`config.mk`:
```
export PLATFORM = sky130hd
export DESIGN_NAME = arm_pipeline
export DESIGN_NICKNAME = d
export VERILOG_FILES = /design/src/rtl/arm_pipeline.sv
export SDC_FILE = /design/constraint.sdc
export NUM_CORES = 1
export LEC_CHECK = 0
export BUFFER_PORTS_ARGS = -buffer_cell sky130_fd_sc_hd__clkbuf_2
export CAP_MARGIN = 0
export CORE_UTILIZATION = 41
export DETAILED_ROUTE_END_ITERATION = 10
export MAX_ROUTING_LAYER = met4
export PLACE_DENSITY = 0.66
export SLEW_MARGIN = 20
export SYNTH_ARGS = -nofsm -noshare
export SYNTH_HDL_FRONTEND = slang
export SYNTH_SLANG_ARGS = --single-unit
```
`constraint.sdc`:
```
create_clock -name clk -period 1.92 [get_ports clk]
set_input_delay 0 -clock clk [delete_from_list [all_inputs] [get_ports clk]]
set_output_delay 0 -clock clk [all_outputs]
set_load 0.1 [all_outputs]
```
`src/rtl/arm_pipeline.sv`:
```
// rtl/arm_pipeline.sv - five-stage ARM control-signal pipeline with instruction ROM

// Instruction ROM: combinational word read, contents loaded from outside.
module Instruction_Memory_ROM (
    output logic [31:0] I,
    input  logic [7:0]  A
);
    logic [31:0] Mem [0:255];

    assign I = Mem[A];
endmodule

// ID-stage decoder: instruction word to control signals.
module control_unit (
    input  logic [31:0] instr,
    output logic [3:0]  ID_ALU_op,
    output logic [1:0]  ID_AM,
    output logic        ID_S,
    output logic        ID_B,
    output logic        ID_BL,
    output logic        ID_Load,
    output logic        RF_ENABLE,
    output logic        ID_MEM_SIZE,
    output logic        ID_MEM_WRITE,
    output logic        ID_MEM_E
);
    // Decode by instruction class; the all-zero word and unknown classes stay NOP.
    always_comb begin
        ID_ALU_op    = 4'b0000;
        ID_AM        = 2'b00;
        ID_S         = 1'b0;
        ID_B         = 1'b0;
        ID_BL        = 1'b0;
        ID_Load      = 1'b0;
        RF_ENABLE    = 1'b0;
        ID_MEM_SIZE  = 1'b0;
        ID_MEM_WRITE = 1'b0;
        ID_MEM_E     = 1'b0;
        if (instr != 32'h0000_0000) begin
            if (instr[27:26] == 2'b00) begin
                ID_ALU_op = instr[24:21];
                ID_AM     = instr[25] ? 2'b00 : 2'b11;
                ID_S      = instr[20];
                // Compare/test opcodes only set flags, no register writeback
                RF_ENABLE = (instr[24:23] != 2'b10);
            end else if (instr[27:26] == 2'b01) begin
                ID_ALU_op    = instr[23] ? 4'b0100 : 4'b0010;
                ID_AM        = instr[25] ? 2'b11 : 2'b10;
                ID_Load      = instr[20];
                RF_ENABLE    = instr[20];
                ID_MEM_WRITE = ~instr[20];
                ID_MEM_SIZE  = instr[22];
                ID_MEM_E     = 1'b1;
            end else if (instr[27:25] == 3'b101) begin
                ID_B      = 1'b1;
                ID_BL     = instr[24];
                RF_ENABLE = instr[24];
            end
        end
    end
endmodule

// ID->EX pipeline register for the control fields.
module ex_mem_reg (
    input  logic       clk,
    input  logic       reset,
    input  logic [3:0] ID_ALU_op,
    input  logic [1:0] ID_AM,
    input  logic       ID_S,
    input  logic       ID_Load,
    input  logic       RF_ENABLE,
    input  logic       ID_MEM_SIZE,
    input  logic       ID_MEM_WRITE,
    input  logic       ID_MEM_E,
    output logic [3:0] EX_opcode,
    output logic [1:0] EX_am,
    output logic       EX_S,
    output logic       EX_Tload,
    output logic       EX_rf_e,
    output logic       EX_size,
    output logic       EX_rw,
    output logic       EX_e
);
    // Latch decoded controls each edge; reset flushes to NOP.
    always_ff @(posedge clk or negedge reset) begin
        if (!reset) begin
            EX_opcode <= 4'b0000;
            EX_am     <= 2'b00;
            EX_S      <= 1'b0;
            EX_Tload  <= 1'b0;
            EX_rf_e   <= 1'b0;
            EX_size   <= 1'b0;
            EX_rw     <= 1'b0;
            EX_e      <= 1'b0;
        end else begin
            EX_opcode <= ID_ALU_op;
            EX_am     <= ID_AM;
            EX_S      <= ID_S;
            EX_Tload  <= ID_Load;
            EX_rf_e   <= RF_ENABLE;
            EX_size   <= ID_MEM_SIZE;
            EX_rw     <= ID_MEM_WRITE;
            EX_e      <= ID_MEM_E;
        end
    end
endmodule

// EX->MEM pipeline register for the memory-stage controls.
module mem_wb_reg (
    input  logic clk,
    input  logic reset,
    input  logic EX_Tload,
    input  logic EX_rf_e,
    input  logic EX_size,
    input  logic EX_rw,
    input  logic EX_e,
    output logic MEM_Load,
    output logic MEM_rf_e,
    output logic MEM_size,
    output logic MEM_rw,
    output logic MEM_e
);
    // Forward the memory and writeback controls one stage.
    always_ff @(posedge clk or negedge reset) begin
        if (!reset) begin
            MEM_Load <= 1'b0;
            MEM_rf_e <= 1'b0;
            MEM_size <= 1'b0;
            MEM_rw   <= 1'b0;
            MEM_e    <= 1'b0;
        end else begin
            MEM_Load <= EX_Tload;
            MEM_rf_e <= EX_rf_e;
            MEM_size <= EX_size;
            MEM_rw   <= EX_rw;
            MEM_e    <= EX_e;
        end
    end
endmodule

// Top: fetch, decode and control-field pipeline down to writeback enable.
module arm_pipeline (
    input  logic        clk,
    input  logic        reset,
    output logic [7:0]  instr_address,
    output logic [31:0] pc_out
);
    logic [31:0] PC;
    logic [31:0] instr_if_id;
    logic [31:0] rom_data;
    logic [3:0]  ID_ALU_op;
    logic [1:0]  ID_AM;
    logic        ID_S, ID_B, ID_BL, ID_Load, RF_ENABLE;
    logic        ID_MEM_SIZE, ID_MEM_WRITE, ID_MEM_E;
    logic [3:0]  EX_opcode;
    logic [1:0]  EX_am;
    logic        EX_S, EX_Tload, EX_rf_e, EX_size, EX_rw, EX_e;
    logic        MEM_Load, MEM_rf_e, MEM_size, MEM_rw, MEM_e;
    logic        WB_rf_e;

    assign instr_address = PC[9:2];
    assign pc_out        = PC;

    Instruction_Memory_ROM instr_mem (
        .I (rom_data),
        .A (instr_address)
    );

    // Sequential fetch (no branch redirect) and IF/ID capture; PC wraps naturally.
    always_ff @(posedge clk or negedge reset) begin
        if (!reset) begin
            PC          <= 32'h0000_0000;
            instr_if_id <= 32'h0000_0000;
        end else begin
            PC          <= PC + 32'd4;
            instr_if_id <= rom_data;
        end
    end

    control_unit control_unit (
        .instr        (instr_if_id),
        .ID_ALU_op    (ID_ALU_op),
        .ID_AM        (ID_AM),
        .ID_S         (ID_S),
        .ID_B         (ID_B),
        .ID_BL        (ID_BL),
        .ID_Load      (ID_Load),
        .RF_ENABLE    (RF_ENABLE),
        .ID_MEM_SIZE  (ID_MEM_SIZE),
        .ID_MEM_WRITE (ID_MEM_WRITE),
        .ID_MEM_E     (ID_MEM_E)
    );

    ex_mem_reg EX_MEM (
        .clk          (clk),
        .reset        (reset),
        .ID_ALU_op    (ID_ALU_op),
        .ID_AM        (ID_AM),
        .ID_S         (ID_S),
        .ID_Load      (ID_Load),
        .RF_ENABLE    (RF_ENABLE),
        .ID_MEM_SIZE  (ID_MEM_SIZE),
        .ID_MEM_WRITE (ID_MEM_WRITE),
        .ID_MEM_E     (ID_MEM_E),
        .EX_opcode    (EX_opcode),
        .EX_am        (EX_am),
        .EX_S         (EX_S),
        .EX_Tload     (EX_Tload),
        .EX_rf_e      (EX_rf_e),
        .EX_size      (EX_size),
        .EX_rw        (EX_rw),
        .EX_e         (EX_e)
    );

    mem_wb_reg MEM_WB (
        .clk      (clk),
        .reset    (reset),
        .EX_Tload (EX_Tload),
        .EX_rf_e  (EX_rf_e),
        .EX_size  (EX_size),
        .EX_rw    (EX_rw),
        .EX_e     (EX_e),
        .MEM_Load (MEM_Load),
        .MEM_rf_e (MEM_rf_e),
        .MEM_size (MEM_size),
        .MEM_rw   (MEM_rw),
        .MEM_e    (MEM_e)
    );

    // Writeback stage keeps only the register-file enable.
    always_ff @(posedge clk or negedge reset) begin
        if (!reset) begin
            WB_rf_e <= 1'b0;
        end else begin
            WB_rf_e <= MEM_rf_e;
        end
    end
endmodule

```
* Yosys cells after proc, flatten, opt, wreduce, memory -nomap -nowiden
Cells that the tools add are included.
** Operators by class
- Add/sub/neg operators :: 1
** Operator list (number)
- 32-bit by 3-bit adder with 32-bit output (second input constant) :: 1
** Storage, ports and cells
- Word-level logic and storage cells :: 2
- Bits in registers :: 32
- Input port bits :: 2

* Logic depth before layout (Yosys ltp)
Gate-level depths: netlist (run 1).
- Word-level depth :: 1
- Gate-level depth with buffers :: 5

* Worst setup path before layout (run 1)
Ideal clock, no wire load.
- Kind :: register to register
- From :: reg PC[2] (netlist: pc_out[2])
- To :: reg PC[30] (netlist: pc_out[30])
- Path slack :: -0.451 ns
- Stages on the path, launching flop included :: 6
- Library setup time :: 0.158 ns
- Path buffers :: 0
- Data required time :: 1.762 ns
- Arrival time :: 2.212 ns
- Cells stage by stage :: dfrtp_1 -> ha_1 -> nand3_1 -> nor4_4 -> nand4_1 -> xnor2_1
** On the way
- Cells in the longest elaborated chain, start to end :: 1
** Ends and longest elaborated chain
- from (decl) :: RTL line 148 : logic [31:0] PC;
- from (signal assigned) :: RTL line 175 : PC <= PC + 32'd4;
- 32-bit by 3-bit adder with 32-bit output :: RTL line 175
Every way passes these cells.

* Worst setup path in the final report (run 1)
- From :: reg PC[2] (netlist: pc_out[2])
- To :: reg PC[14] (netlist: pc_out[14])
Same word-level chain as after synthesis.

==> results of run 1 <==
[where the power goes]
group / total [mW] / switching (mW) / internal, mW
registers: 0.631 / 0 / 0.631
logic: 0.0311 / 0.0291 / 0.00200
clock network: 0.351 / 0.205 / 0.146
[cell families after synthesis]
kind of cell               synth area share
xor gates and xnor gates              0.172
buffers and inverters                0.0606
other                               0.00263
adders and majority gates           0.00879
DFF                                   0.527
and+or+nand+nor                       0.228
[worst reg2reg max path, stage by stage (launching register included)]
cell and delay, ps:
dfrtp_4 450, ha_1 180, nand3_1 150, buf_4 190
nor3_1 220, and3_1 210, xor2_1 150
[metal layers]
layer | up-vias | wire length (um)
met4 | 0 | 51
li1 | 475 | -
met5 | - | 0
met1 | 459 | 1210
met2 | 23 | 1250
met3 | 5 | 117
[placed cells by master, fill, tap and decap left out, types with 3 or more instances in the layout]
cell type	count
xor2_1	9
clkbuf_4	5
nor2_1	6
nand2_1	10
clkbuf_2	39
clkbuf_1	3
inv_1	3
and3_1	4
dfrtp_2	24
nor4_4	3
nor3_1	3
nand3_1	10
dfrtp_1	4
nand4_1	6
xnor2_1	19
[area by class of cell]
| class | instances | share of cell area |
|---|---|---|
| multi-input combinational | 79 | 0.346 |
| clock buffer | 8 | 0.0286 |
| sequential | 30 | 0.461 |
| inverter | 3 | 0.00659 |
| tap | 46 | 0.0337 |
| timing repair buffer | 41 | 0.124 |
[repair_timing]
| item | CTS | global route |
|---|---|---|
| hold buffers | 1 | 0 |
| endpoints found under the hold margin | 30 | 0 |
| setup buffers | 0 | 0 |
[how the worst min path moves through the flow]
stage | slack [ps] | from | cells after the start | endpoint
3_5_place_dp | 100 | reset | 1 | pc_out[9]
4_1_cts | 280 | reset | 2 | pc_out[22]
5_1_grt | 320 | reset | 2 | pc_out[21]
6_report | 260 | reset | 2 | pc_out[10]
3_3_place_gp | 90 | reset | 1 | pc_out[10]
2_1_floorplan | -300 | reset | 0 | pc_out[10]
==> impl_metrics.env, run 1 <==
export IMPL_largest_reg_flops=30
export IMPL_utilization=0.512
export IMPL_hold_path_class="input pin to async pin"
export IMPL_outcome="finished clean"
export IMPL_whs_ps=265
export IMPL_critical_path_class="register to register"
export IMPL_peakVddDrop_v=0.000305
export IMPL_use_met2=0.226
export IMPL_diodes=0
export IMPL_r2r_start="pc_out[2]"
export IMPL_worst_pin_slew_ps=749
export IMPL_ant_nets=0
export IMPL_synth_edff_count=0
export IMPL_busiest_layer="met2"
export IMPL_grt_start_max_net_pins=31
export IMPL_synth_top_cells_by_count="dfrtp_1, xnor2_1, buf_4, nand2_1, nand3_1"
export IMPL_crit_chain="ha_1 > nand3_1 > buf_4 > nor3_1 > and3_1 > xor2_1"
export IMPL_die_x_um=60.9
export IMPL_final_seq_area_um2=788
export IMPL_rsz0062_at_grt="false"
export IMPL_placed_cells=198
export IMPL_grtUsageMet3=0.0640
export IMPL_p_per_area_nw_per_um2=593
export IMPL_fin_crit_sh=0.850
export IMPL_nFillCells=325
export IMPL_synth_area_leaders="dfrtp_1, xnor2_1, xor2_1"
export IMPL_final_area_um2=1710
export IMPL_critical_path_max_stage_delay_ps=450
export IMPL_drc=0
export IMPL_r2r_cells=6
export IMPL_port_buffers=39
export IMPL_ys_seq_area_frac=0.527
export IMPL_synthCells=121
export IMPL_area_growth_pct=20.0
export IMPL_r2r_end="pc_out[14]"
export IMPL_setup_ws_ps=288
export IMPL_stdcell_count=207
export IMPL_wl_um=2630
export IMPL_slew_viol_final=0
export IMPL_drive_gt1_frac=0.484
export IMPL_post_drt_wl_per_cell_um=12.7
export IMPL_vias=962
export IMPL_place_area_um2=1650
export IMPL_cts_buffers=5
export IMPL_final_hold_viol_count=0
export IMPL_crit_required_ps=2160
export IMPL_synth_top_area_share=0.527
export IMPL_ys_types=20
export IMPL_crit_path_top_delay_cell="dfrtp_4"
export IMPL_met1_usage=0.209
export IMPL_crit_end="pc_out[14]"
export IMPL_dp_hpwl_um=1890
export IMPL_cts_resized=0
export IMPL_netlist_area_um2=1420
export IMPL_dieArea_um2=3710
export IMPL_grt_pass1_wl_um=4110
export IMPL_period_needed_ps=1630
export IMPL_cts_sink_count=30
export IMPL_power_mw=1.01
export IMPL_ios=42
export IMPL_gr_total_overflow=0
export IMPL_pre_cts_ws_ps=254
export IMPL_cts_tree="built"
export IMPL_htree_levels=2
export IMPL_crit_path_end_kind="register"
export IMPL_start_kind="register"
export IMPL_fin_skew_ps=20.9
export IMPL_synth_seq_cells=30
export IMPL_totalNegativeSetupSlack_ps=0
export IMPL_drt_iter0_markers=28
export IMPL_clock_fmax_ghz=0.613
export IMPL_async_flop_share=1.00
export IMPL_path_buf_inv=1
export IMPL_reg2reg_slack_ps=290
export IMPL_multi_input_area_um2=591
export IMPL_antenna_found_initial=0
export IMPL_syn_mean_instance_area_um2=11.8
export IMPL_slew_headroom=0.501
export IMPL_initial_core_util=0.427
export IMPL_yosys_cell_count_top_type="dfrtp_1"
export IMPL_cap_viol_max_count=0
export IMPL_clk_latency_ps=330
export IMPL_cts_buffer_depth=2
export IMPL_setup_viol=0
export IMPL_critical_path_top_delay_family="simple AND/OR/NAND/NOR gates"
export IMPL_leakage_nw=0.849
export IMPL_arrival_ps=1870
export IMPL_root_buffer="clkbuf_4"
export IMPL_path_clk_slew_ps=90
export IMPL_core_area_um2=3340
export IMPL_first_global_vias=857
export IMPL_place_congestion=0.774
export IMPL_firstDrtPassIters=4
export IMPL_yosysWarnings=0
export IMPL_fp_dieH_um=60.9
export IMPL_gr_usage_all_layers=0.164
export IMPL_critPathLaunch="pc_out[2]"
export IMPL_row_count=21
export IMPL_crit_fanout=6
export IMPL_yosys_area_top_type="dfrtp_1"
export IMPL_vias_per_cell=4.65
export IMPL_yosys_most_used_dff="dfrtp_1"
export IMPL_crit_cells=6
export IMPL_fin_nets=163
Power figures use the tool's default switching activity.
==> run 2: changes to the inputs <==
--- a/config.mk
+++ b/config.mk
@@ -10,7 +10,7 @@
 export CORE_UTILIZATION = 41
 export DETAILED_ROUTE_END_ITERATION = 10
 export MAX_ROUTING_LAYER = met4
-export PLACE_DENSITY = 0.66
+export PLACE_DENSITY = 0.68
 export SLEW_MARGIN = 20
 export SYNTH_ARGS = -nofsm -noshare
 export SYNTH_HDL_FRONTEND = slang
==> constraint.sdc (replaced) <==
create_clock -name clk -period 1.5 [get_ports clk]
set_input_delay 0 -clock clk [delete_from_list [all_inputs] [get_ports clk]]
set_output_delay 0 -clock clk [all_outputs]
set_load 0.1 [all_outputs]
==> run 2 against run 1 <==
Against the previous run:
- register-to-register slack worse by 260 ps
- worst hold slack worse by 4.2 ps
- sequential cell count stayed put
- clock power is 29% higher
- clock-buffer cell count stayed put
- global-route usage is 1.4 points higher
- non-clock buffer count is 22 higher
- sequential share of layout area is 4.4 points lower
- critical endpoint is now pc_out[30]
- highest routed layer unchanged
==> impl_metrics.env, run 2 (same netlist as run 1, synthesis figures left out) <==
export IMPL_antenna_found_initial=0
export IMPL_final_area_um2=2030
export IMPL_critical_path_class="register to register"
export IMPL_htree_levels=2
export IMPL_fin_skew_ps=6.94
export IMPL_firstDrtPassIters=3
export IMPL_dp_hpwl_um=2010
export IMPL_crit_chain="nand4_1 > nor4_4 > nand4_1 > xnor2_1"
export IMPL_period_needed_ps=1480
export IMPL_dieArea_um2=3710
export IMPL_cap_viol_max_count=0
export IMPL_drc=0
export IMPL_r2r_end="pc_out[30]"
export IMPL_initial_core_util=0.427
export IMPL_crit_path_end_kind="register"
export IMPL_crit_fanout=4
export IMPL_place_area_um2=1800
export IMPL_ios=42
export IMPL_cts_tree="built"
export IMPL_setup_ws_ps=23.5
export IMPL_largest_reg_flops=30
export IMPL_wl_um=2940
export IMPL_vias_per_cell=4.80
export IMPL_met1_usage=0.217
export IMPL_gr_total_overflow=0
export IMPL_row_count=21
export IMPL_place_congestion=0.723
export IMPL_busiest_layer="met2"
export IMPL_start_kind="register"
export IMPL_gr_usage_all_layers=0.178
export IMPL_cts_buffers=5
export IMPL_vias=1100
export IMPL_crit_path_top_delay_cell="dfrtp_4"
export IMPL_r2r_cells=4
export IMPL_mostFrequentLayoutCells="clkbuf_2, dfrtp_4, buf_4"
export IMPL_totalNegativeSetupSlack_ps=0
export IMPL_area_growth_pct=42.4
export IMPL_path_clk_slew_ps=90
export IMPL_fin_crit_sh=0.984
export IMPL_r2r_start="pc_out[24]"
export IMPL_leakage_nw=0.997
export IMPL_core_area_um2=3340
export IMPL_critical_path_max_stage_delay_ps=440
export IMPL_peakVddDrop_v=0.000387
export IMPL_crit_cells=4
export IMPL_pre_cts_ws_ps=-1.80
export IMPL_crit_required_ps=1710
export IMPL_final_hold_viol_count=0
export IMPL_setup_viol=0
export IMPL_placed_cells=207
export IMPL_fin_nets=185
export IMPL_die_x_um=60.9
export IMPL_worst_pin_slew_ps=744
export IMPL_rsz0062_at_grt="true"
export IMPL_path_buf_inv=0
export IMPL_port_buffers=39
export IMPL_clk_latency_ps=320
export IMPL_clock_fmax_ghz=0.677
export IMPL_power_mw=1.30
export IMPL_post_drt_wl_per_cell_um=12.8
export IMPL_final_common_cell="clkbuf_2"
export IMPL_hold_path_class="input pin to async pin"
export IMPL_root_buffer="clkbuf_4"
export IMPL_cts_sink_count=30
export IMPL_first_global_vias=968
export IMPL_cts_buffer_depth=2
export IMPL_fp_dieH_um=60.9
export IMPL_stdcell_count=229
export IMPL_outcome="finished clean"
export IMPL_arrival_ps=1680
export IMPL_use_met2=0.272
export IMPL_ant_nets=0
export IMPL_p_per_area_nw_per_um2=640
export IMPL_drt_iter0_markers=23
export IMPL_drive_gt1_frac=0.612
export IMPL_slew_headroom=0.504
export IMPL_reg2reg_slack_ps=20
export IMPL_critical_path_top_delay_family="simple AND/OR/NAND/NOR gates"
export IMPL_path_common_cell="nand4_1"
export IMPL_grt_pass1_wl_um=4460
export IMPL_slew_viol_final=0
export IMPL_grtUsageMet3=0.0576
export IMPL_diodes=0
export IMPL_grt_start_max_net_pins=31
==> run 2: cell types whose count changed in the layout (fill, tap and decap cells not counted), sizes merged <==
| cell | change |
|---|---|
| buf | +22 |
==> run 2: worst max-delay path by stage <==
stage          slack, ps        from          to
4_1_cts                2  pc_out[12]  pc_out[25]
6_report              20  pc_out[24]  pc_out[30]
3_5_place_dp          -2   pc_out[3]  pc_out[26]
5_1_grt              -70  pc_out[24]  pc_out[30]
3_3_place_gp          30   pc_out[3]  pc_out[14]
2_1_floorplan       -300   pc_out[2]  pc_out[30]
==> run 2: area by class of cell <==
type                            instances  area [um^2]
Fill cell                             296         1310
Timing Repair Buffer                   63          385
Inverter                                3         11.3
Sequential cell                        30          847
Tap cell                               46         57.6
Multi-Input combinational cell         79          678
Clock buffer                            8         48.8
==> run 2: layer usage <==
| layer | share of wire | vias up | wire, um |
|---|---|---|---|
| met5 | 0 | - | 0 |
| met1 | 0.43 | 547 | 1260 |
| met2 | 0.52 | 32 | 1520 |
| li1 | - | 517 | - |
| met3 | 0.042 | 4 | 125 |
| met4 | 0.011 | 0 | 31 |
==> run 2: repair_timing <==
action	CTS	global route
hold buffers	1	0
pin swaps	1	5
setup endpoints to repair	6	16
buffers inserted	1	12
resized for setup	2	11
hold endpoints to repair	30	0
==> run 2: power breakdown <==
group / switching (mW) / internal (mW)
Combinational: 0.0370 / 0.00256
Sequential: 0 / 0.807
Clock: 0.266 / 0.187
==> run 2: through the flow <==
step	utilization	hold WS [ps]
after floorplan	-	-296
after global placement	0.540	93.3
after detailed placement	0.540	106
after CTS	0.562	282
after global routing	0.608	321
final	0.608	261
==> run 2: worst register-to-register path: cells and delay by family (launching register included) <==
kind / cells / cell delay [ps]
and+or+nand+nor: 3 / 750
DFF: 1 / 440
xor gates and xnor gates: 1 / 160
==> run 3: changes to the inputs <==
--- a/config.mk
+++ b/config.mk
@@ -8,9 +8,11 @@
 export BUFFER_PORTS_ARGS = -buffer_cell sky130_fd_sc_hd__clkbuf_2
 export CAP_MARGIN = 0
 export CORE_UTILIZATION = 41
+export CTS_CLUSTER_DIAMETER = 60
 export DETAILED_ROUTE_END_ITERATION = 10
 export MAX_ROUTING_LAYER = met4
 export PLACE_DENSITY = 0.68
+export SETUP_SLACK_MARGIN = 0.15
 export SLEW_MARGIN = 20
 export SYNTH_ARGS = -nofsm -noshare
 export SYNTH_HDL_FRONTEND = slang
==> run 3 against run 2 <==
Against the previous run:
- setup slack better by 35 ps
- global-route usage up 1.1 points
- via count up 2.4%
- largest cell class unchanged
- highest routed layer unchanged
==> impl_metrics.env, run 3 (same netlist as run 1, synthesis figures left out) <==
export IMPL_outcome="finished clean"
export IMPL_mostFrequentLayoutCells="buf_4, clkbuf_4, dfrtp_4"
export IMPL_reg2reg_slack_ps=60
export IMPL_rsz0062_at_grt="true"
export IMPL_vias_per_cell=4.75
export IMPL_gr_usage_all_layers=0.190
export IMPL_final_area_um2=2180
export IMPL_arrival_ps=1660
export IMPL_start_kind="register"
export IMPL_fin_crit_sh=0.961
export IMPL_htree_levels=2
export IMPL_die_x_um=60.9
export IMPL_r2r_cells=5
export IMPL_utilization=0.653
export IMPL_fin_nets=193
export IMPL_drc=0
export IMPL_crit_path_end_kind="register"
export IMPL_grt_pass1_wl_um=4710
export IMPL_peakVddDrop_v=0.000711
export IMPL_hold_path_class="input pin to async pin"
export IMPL_initial_core_util=0.427
export IMPL_cap_viol_max_count=0
export IMPL_post_drt_wl_per_cell_um=13.1
export IMPL_cts_buffers=5
export IMPL_critical_path_class="register to register"
export IMPL_whs_ps=280
export IMPL_setup_viol=0
export IMPL_p_per_area_nw_per_um2=626
export IMPL_firstDrtPassIters=4
export IMPL_r2r_start="pc_out[8]"
export IMPL_port_buffers=39
export IMPL_slew_viol_final=0
export IMPL_crit_required_ps=1720
export IMPL_period_needed_ps=1440
export IMPL_cts_tree="built"
export IMPL_drive_gt1_frac=0.670
export IMPL_final_hold_viol_count=0
export IMPL_gr_total_overflow=0
export IMPL_core_area_um2=3340
export IMPL_placed_cells=207
export IMPL_wl_um=3100
export IMPL_clock_fmax_ghz=0.694
export IMPL_antenna_found_initial=0
export IMPL_slew_headroom=0.497
export IMPL_row_count=21
export IMPL_dp_hpwl_um=1990
export IMPL_crit_fanout=7
export IMPL_cts_buffer_depth=2
export IMPL_grt_start_max_net_pins=31
export IMPL_final_common_cell="buf_4"
export IMPL_place_area_um2=1800
export IMPL_first_global_vias=1010
export IMPL_area_growth_pct=53.0
export IMPL_r2r_end="pc_out[20]"
export IMPL_stdcell_count=237
export IMPL_diodes=0
export IMPL_ios=42
export IMPL_cts_sink_count=30
export IMPL_largest_reg_flops=30
export IMPL_dieArea_um2=3710
export IMPL_totalNegativeSetupSlack_ps=0
export IMPL_root_buffer="clkbuf_4"
export IMPL_fin_skew_ps=6.66
export IMPL_worst_pin_slew_ps=754
export IMPL_path_clk_slew_ps=100
export IMPL_fp_dieH_um=60.9
export IMPL_ant_nets=0
export IMPL_leakage_nw=1.09
export IMPL_drt_iter0_markers=14
export IMPL_vias=1126
export IMPL_clk_latency_ps=330
export IMPL_place_congestion=0.737
run 3: cell count changes in the layout (fill, tap and decap cells not counted), sizes merged:
cell | previous run | this run
clkinv | 0 | 1
clkbuf | 47 | 42
buf | 23 | 35
run 3: power breakdown:
part           internal [mW]  switching [mW]  leakage (nW)  total [mW]
Sequential             0.807               0         0.358       0.807
Combinational        0.00257          0.0375         0.693      0.0400
Clock                  0.227           0.289        0.0353       0.516
run 3: through the flow:
| stage | total power, mW | worst slack [ps] |
|---|---|---|
| global placement | 0.864 | 28.3 |
| floorplan | 0.851 | -304 |
| finish | 1.36 | 58.5 |
| CTS | 1.38 | 46.3 |
| detailed placement | 0.865 | -27.3 |
| global route | 1.41 | -29.7 |
run 3: routing by layer:
metal,vias to the layer above,track usage,wire (um)
met1,550,0.221,1290
met4,0,0.0877,49
met3,6,0.0640,131
met2,38,0.295,1630
li1,532,-,-
met5,-,-,0
run 3: critical path, stage by stage (launching register included):
cell and delay [ps]:
dfrtp_4 440, nand3_4 140, nor4_4 320, buf_4 200
nand3_1 100, xnor2_1 130
run 3: what timing repair did:
action	CTS	global route
resized for setup	21	37
buffers inserted	16	5
setup endpoints to repair	30	36
pin swaps	19	9
endpoints found under the hold margin	30	0
hold buffers	1	0
run 3: cell type report:
class / count / area, um^2
Tap cell: 46 / 57.6
Sequential cell: 30 / 847
Clock inverter: 1 / 5.00
Timing Repair Buffer: 71 / 498
Clock buffer: 7 / 55.1
Multi-Input combinational cell: 79 / 704
Inverter: 3 / 11.3
Fill cell: 269 / 1160
run 3: how the worst max path moves through the flow:
stage / from / endpoint / slack, ps / cells after the start
final: pc_out[8] / pc_out[20] / 60 / 5
after global placement: pc_out[3] / pc_out[14] / 30 / 6
after CTS: pc_out[6] / pc_out[26] / 50 / 5
after global routing: pc_out[12] / pc_out[25] / -30 / 5
after detailed placement: pc_out[4] / pc_out[15] / -30 / 4
after floorplan: pc_out[2] / pc_out[30] / -300 / 5
